$ cat src/rtl/regfile_scoreboard_pkg.sv
// Shared definitions for the register file and its busy-bit scoreboard:
// depth derivation, index decode and the default hardwired-zero index.
package regfile_scoreboard_pkg;

   localparam int MAX_ADDR_BITS    = 10;
   localparam int MAX_DEPTH        = 1 << MAX_ADDR_BITS;
   localparam int ZERO_REG_DEFAULT = 31;

   function automatic int depth_of(input int addr_bits);
      return 1 << addr_bits;
   endfunction

   // Callers size-cast the result down to their own DEPTH.
   function automatic logic [MAX_DEPTH-1:0] onehot(input int unsigned idx);
      return MAX_DEPTH'(1) << idx;
   endfunction

endpackage

$ cat src/rtl/regfile_busy_table.sv
// Busy-bit scoreboard: claim/release arbitration, RAW busy lookups for two
// read ports and a sticky flag for releases of registers nobody owned.
module regfile_busy_table
   import regfile_scoreboard_pkg::*;
#(
   parameter int ADDR_BITS = 5,
   parameter int ZERO_REG  = ZERO_REG_DEFAULT
) (
   input  logic                 clock,
   input  logic                 reset,
   input  logic                 wr_en,
   input  logic                 wr_release,
   input  logic [ADDR_BITS-1:0] wr_addr,
   input  logic                 claim_en,
   input  logic [ADDR_BITS-1:0] claim_addr,
   input  logic [ADDR_BITS-1:0] rd_addr_a,
   input  logic [ADDR_BITS-1:0] rd_addr_b,
   output logic                 busy_a,
   output logic                 busy_b,
   output logic                 claim_ok,
   output logic                 release_err
);

   localparam int                 DEPTH    = depth_of(ADDR_BITS);
   localparam logic [ADDR_BITS-1:0] ZERO_IDX = ADDR_BITS'(ZERO_REG);

   logic [DEPTH-1:0] busy_reg;
   logic [DEPTH-1:0] busy_next;
   logic [DEPTH-1:0] wr_dec;
   logic [DEPTH-1:0] claim_dec;
   logic             release_fire;
   logic             release_err_reg;
   logic             release_err_next;

   assign wr_dec       = DEPTH'(onehot(int'(wr_addr)));
   assign claim_dec    = DEPTH'(onehot(int'(claim_addr)));
   assign release_fire = wr_en & wr_release;

   // A register being written back this cycle can be handed straight to a new owner.
   assign claim_ok = claim_en & ((claim_addr == ZERO_IDX) | ~busy_reg[claim_addr] |
                                 (release_fire & (wr_addr == claim_addr)));

   assign release_err_next = release_err_reg |
                             (release_fire & (wr_addr != ZERO_IDX) & ~busy_reg[wr_addr]);

   generate
      for (genvar gi = 0; gi < DEPTH; gi++) begin : g_busy
         if (gi == ZERO_REG) begin : g_zero
            assign busy_next[gi] = 1'b0;
         end else begin : g_bit
            // Claim wins over release so a same-cycle hand-over keeps the bit set.
            assign busy_next[gi] = (claim_ok & claim_dec[gi]) ? 1'b1 :
                                   (release_fire & wr_dec[gi]) ? 1'b0 : busy_reg[gi];
         end
      end
   endgenerate

   always_ff @(posedge clock) begin
      if (reset) begin
         busy_reg        <= '0;
         release_err_reg <= 1'b0;
      end else begin
         busy_reg        <= busy_next;
         release_err_reg <= release_err_next;
      end
   end

   assign busy_a      = busy_reg[rd_addr_a];
   assign busy_b      = busy_reg[rd_addr_b];
   assign release_err = release_err_reg;

endmodule

$ cat src/rtl/regfile_scoreboard.sv
// Register file with one write port, two combinational read ports, a
// hardwired-zero register, optional write-through bypass and a busy scoreboard.
module regfile_scoreboard
   import regfile_scoreboard_pkg::*;
#(
   parameter int WIDTH     = 32,
   parameter int ADDR_BITS = 5,
   parameter int ZERO_REG  = ZERO_REG_DEFAULT,
   parameter int BYPASS    = 1
) (
   input  logic                 clock,
   input  logic                 reset,
   input  logic                 wr_en,
   input  logic [ADDR_BITS-1:0] wr_addr,
   input  logic [WIDTH-1:0]     wr_data,
   input  logic                 wr_release,
   input  logic [ADDR_BITS-1:0] rd_addr_a,
   input  logic [ADDR_BITS-1:0] rd_addr_b,
   output logic [WIDTH-1:0]     rd_data_a,
   output logic [WIDTH-1:0]     rd_data_b,
   output logic                 busy_a,
   output logic                 busy_b,
   input  logic                 claim_en,
   input  logic [ADDR_BITS-1:0] claim_addr,
   output logic                 claim_ok,
   output logic                 release_err
);

   localparam int                 DEPTH    = depth_of(ADDR_BITS);
   localparam logic [ADDR_BITS-1:0] ZERO_IDX = ADDR_BITS'(ZERO_REG);
   localparam logic [DEPTH-1:0]     KEEP_MASK = ~DEPTH'(onehot(ZERO_REG));

   logic [WIDTH-1:0] mem_reg [DEPTH];
   logic [DEPTH-1:0] wr_we;

   assign wr_we = wr_en ? (DEPTH'(onehot(int'(wr_addr))) & KEEP_MASK) : '0;

   always_ff @(posedge clock) begin
      for (int i = 0; i < DEPTH; i++) begin
         if (reset) begin
            mem_reg[i] <= '0;
         end else if (wr_we[i]) begin
            mem_reg[i] <= wr_data;
         end
      end
   end

   function automatic logic [WIDTH-1:0] read_port(input logic [ADDR_BITS-1:0] addr);
      if (addr == ZERO_IDX) begin
         return '0;
      end else if ((BYPASS != 0) && wr_en && (wr_addr == addr)) begin
         return wr_data;
      end else begin
         return mem_reg[addr];
      end
   endfunction

   assign rd_data_a = read_port(rd_addr_a);
   assign rd_data_b = read_port(rd_addr_b);

   regfile_busy_table #(
      .ADDR_BITS (ADDR_BITS),
      .ZERO_REG  (ZERO_REG)
   ) u_busy_table (
      .clock       (clock),
      .reset       (reset),
      .wr_en       (wr_en),
      .wr_release  (wr_release),
      .wr_addr     (wr_addr),
      .claim_en    (claim_en),
      .claim_addr  (claim_addr),
      .rd_addr_a   (rd_addr_a),
      .rd_addr_b   (rd_addr_b),
      .busy_a      (busy_a),
      .busy_b      (busy_b),
      .claim_ok    (claim_ok),
      .release_err (release_err)
   );

endmodule

$ cat config.mk
export PLATFORM = sky130hd
export DESIGN_NAME = regfile_scoreboard
export DESIGN_NICKNAME = d
export VERILOG_FILES = /design/src/rtl/regfile_scoreboard_pkg.sv /design/src/rtl/regfile_busy_table.sv /design/src/rtl/regfile_scoreboard.sv
export SDC_FILE = /design/constraint.sdc
export NUM_CORES = 2
export LEC_CHECK = 0
export BUFFER_PORTS_ARGS = -buffer_cell sky130_fd_sc_hd__clkbuf_2
export CAP_MARGIN = 20
export CORE_MARGIN = 3
export CORE_UTILIZATION = 45
export DETAILED_ROUTE_END_ITERATION = 6
export GPL_ROUTABILITY_DRIVEN = 0
export PLACE_DENSITY_LB_ADDON = 0.25
export SKIP_CTS_REPAIR_TIMING = 1
export SLEW_MARGIN = 20
export SYNTH_ARGS = -nofsm -noshare
export SYNTH_HDL_FRONTEND = slang
export SYNTH_SLANG_ARGS = --single-unit
$ cat constraint.sdc
create_clock -name clock -period 4.9 [get_ports clock]
set_clock_uncertainty 0.05 [all_clocks]
set_input_delay 0.245 -clock clock [delete_from_list [all_inputs] [get_ports clock]]
set_output_delay 0.245 -clock clock [all_outputs]
set_load 0.03 [all_outputs]
# Word level (Yosys, flattened, before mapping)
# Memory sizes are Yosys's and may differ from the RTL's.
# Index checks and enable logic that the tools add are counted.
# totals
regBits,33
ramBits,1024
output_inout_bits,68
elab_cells,389
memories,1
# mem_list
memory,depth,width,read_ports,rd_clocked_by_memory_dff,wr,line,source
mem_reg,32,32,2,0,32,regfile_scoreboard.sv:33,logic [WIDTH-1:0] mem_reg [DEPTH];
# classes
n_lt_le_gt_ge,4
n_eq_ne,7
shifts,2
muxes,205
bitwise,104
n_reduce_logical,33
# op_table
cell,count
$mux W32,36
$mux W1,164
$and A1 B1 Y1,67
$reduce_bool A2 Y1,31
$shl A1 B5 Y31 const A,2
$or A1 B1 Y1,35
$mux W31,1
$lt A5 B6 Y1 const B,4
$bmux W1 S5,4
$eq A5 B5 Y1,3
$eq A5 B5 Y1 const B,3
$ne A5 B5 Y1 const B,1
$logic_and A1 B1 Y1,2
$not A1 Y1,2

# Longest topological paths before layout
# depth
depth_word,8
ltp_mapped,10

# Modules after synthesis
# Synthesis repeated with hierarchy kept, for this count alone.
# unflattened
hier_cells,4123
area_unflattened_um2,57176.1
# by_module_without_submodules
module,n_inst,cells_each,area_per_inst_um2,seq_area_each_um2
regfile_scoreboard,1,3786,54106.9,29788.6
regfile_busy_table,1,337,3069.2,640.6

# Worst setup path before layout
# OpenSTA, ideal clock, no wires.
# synth_path
kind,input -> register
start,input wr_addr[1]
end,"memory mem_reg[9][0], enable pin"
setup_ns,0.428
t_arrival_ns,2.666
required_time_ns,4.422
slack_ns,1.756
stages,4
path_cell_list,buf_2 > or3b_2 > clkbuf_1 > o21bai_1
# synth_rtl
item,line,source
from (decl),regfile_scoreboard.sv:14,"input logic [ADDR_BITS-1:0] wr_addr,"
to (decl),regfile_scoreboard.sv:33,

# Worst setup path after layout
# layout_path
start,input rd_addr_a[0]
end,output rd_data_a[0]
# layout_between
elab_chain_len,4
# layout_lines
item,line,source
from (decl),regfile_scoreboard.sv:17,"input logic [ADDR_BITS-1:0] rd_addr_a,"
branches (longest 3 deep; another with $mem_v2 Z32 W32),--,
$mux W32 *,regfile_scoreboard.sv:49,if (addr == ZERO_IDX) begin
to (decl),regfile_scoreboard.sv:19,"output logic [WIDTH-1:0] rd_data_a,"
# Every way passes the cells marked *.

==> results.toml <==
[critical_path]
crit_arrival_ps = 3520
crit_chain = "buf_8 -> buf_12 -> mux4_2 -> a22oi_1 -> a21boi_0 -> buf_4 -> nor3_1 -> nor3_1 -> clkbuf_2"
cp_max_fo = 57
cp.required_ps = 4610
reg2regPathDepth = 7
critical_path_buf_inv_count = 4
crit_path_frequent_cell = "nor3_1"
worst_path_largest_cell_delay_ps = 870
critPathTopFamily = "buffers and inverters"
end_kind = "output port"
critPathLaunchType = "primary input"
crit_type = "primary input to output port"
cpMaxStageDelayCell = "nor3_1"
path_depth = 9

[global_route]
first_global_vias = 38200
globalRouteOverflowTotal = 0
grt_max_degree = 85
grt_pass1_wl_um = 291000
grt_use_total_pct = 31.7
grt_antenna_before_repair = 16

[sta]
rsz0062_at_grt = "false"
setup_tns_ps = 0
fmax_mhz = 262
fin_crit_ps = 3820
relSlewSlack_pct = 17.7
hold_viol = 11
setup_violations = 0
worstMarginPinSlew_ps = 1230
whs_ps = -19.7
slew_viol_final = 0
fin_crit_sh_pct = 77.9
setup_ws_ps = 1080

[synth]
yosysMostFrequentCell = "and2_1"
yosys-top-cells-area = "edfxtp_1 53%, mux4_2 19%, and2_1 11%, a22oi_1 2.1%, clkbuf_1 1.9%"
syn_nets = 4119
synth-async-reset-ratio_pct = 0
synth-edff-count = 992
yosysWarnings = 0
netlist.area_leader.share_pct = 53.0
syn_area_mm2 = 0.0562
yosys-top-cells-count = "994 x and2_1, 992 x edfxtp_1, 472 x mux4_2"
ys.flop_type = "edfxtp_1"
avgSynthCellArea_um2 = 13.8
synth-seq-cells = 1024
yosys.area.top_type = "edfxtp_1"
ys_seq_area_share_pct = 54.1
synthCells = 4062
ys_types = 55

[worst_hold_path]
min_path_type = "primary input to register"
whs_path_depth = 4

[power]
power.density_mw_per_mm2 = 340
power_mw = 21.3
max-vdd-ir-drop_mv = 0.303
p_leak_nw = 21.3

[cts]
numCtsBuffers = 111
h-tree-depth = 3
clk_path_buf_depth = 3
path_clk_slew_ps = 60
clock-sinks = 1024
cts-root-buf = "clkbuf_16"
insertion_delay_ps = 710
cts_tree = "yes"

[route]
dr.pass1.iters = 5
drt_iter0_markers = 6017
drcViolationCount = 0
routedWlPerCell_um = 36.0
vias = 38800
antenna_left = 0
drt-total-wl_um = 207000
viasPerCell = 6.73

[placed_design]
dp_hpwl_um = 126000
pre_cts_slack_ps = 1230
portBuffers = 124
placed_cells = 5548

[finish]
nets = 4085
largest_register_ffs = 992
areaGrowthSynthToFinish_pct = 11.3
layout-drive-gt1-share_pct = 24.4
seqCellArea_mm2 = 0.0304
fin_cells = 5758
nFillCells = 10300
multi_input_area_mm2 = 0.0244

[floorplan]
die_h_um = 360
core-area_mm2 = 0.124
pin_count = 125
initial_core_util_pct = 45.4
die_x_um = 360
rows = 129
fp.dieArea_mm2 = 0.129

[status]
outcome = "finished, violations left"
violations = "negative hold slack"

[run]
max_cap_viol_count = 0
[final timing paths]
| path | start | end | slack, ps |
|---|---|---|---|
| worst min-delay path | claim_addr[4] | u_busy_table.busy_reg[2] | -20 |
| worst max-delay path | rd_addr_a[0] | rd_data_a[0] | 1080 |
| worst min register to register | u_busy_table.release_err | u_busy_table.release_err | 450 |
| worst max register to register | u_busy_table.busy_reg[28] | u_busy_table.busy_reg[25] | 2510 |
[where the power goes]
group	internal [mW]	switching (mW)	total (mW)
registers	10.1	0.244	10.3
clock network	4.44	3.58	8.02
logic	1.08	1.84	2.92
[tightest hold or removal path, delay by kind of cell]
kind	cells	cell delay, ps
buf+inv	1	200
simple gates	2	200
compound gates	1	50
[routing by layer]
metal  routed length [µm]  share of wire [%]  GRT usage (%)
met1                74800                 36           42.3
met2                93400                 45           48.3
met3                27200                 13           8.48
met4                11900                5.7           15.7
met5                   28              0.014              0
[placed cells by master (no fill, tap or decap), types with 22 or more instances in the layout]
cell       count
a211oi_1      22
a21oi_1       62
a22oi_1      156
and2_1       993
buf_4        149
clkbuf_1      24
clkbuf_16    113
clkbuf_2     116
clkinv_1      29
clkinv_2      22
dfxtp_1       32
edfxtp_1     992
inv_1         39
mux2i_1       86
mux4_2       472
nand2_1       71
nand3_1       41
nor2_1       123
nor2_4        34
nor2b_1       34
nor3_1       115
o211ai_1      41
o21ai_0       41
o21bai_4      31
o221ai_1      32
o22ai_1       28
[final cells by class]
cell class | instances | share of cell area [%]
Tap cell | 1637 | 3.27
Antenna cell | 9 | 0.0360
Clock inverter | 60 | 0.662
Timing Repair Buffer | 295 | 3.57
Multi-Input combinational cell | 2557 | 38.9
Sequential cell | 1024 | 48.6
Inverter | 39 | 0.234
Clock buffer | 137 | 4.66
[kinds of logic after synthesis]
family	synth area share, %
compound gates	6.17
buf+inv	3.79
simple gates	15.1
flops	54.1
xor+xnor	0.234
mux	20.6
[per-stage QoR]
stage	area (µm²)	utilization [%]
floorplan	56200	-
global route	62600	50.5
finish	62600	50.5
global placement	59200	47.7
detailed placement	59200	47.7
CTS	62500	50.4
No activity file was read; power rests on OpenSTA's default activity.
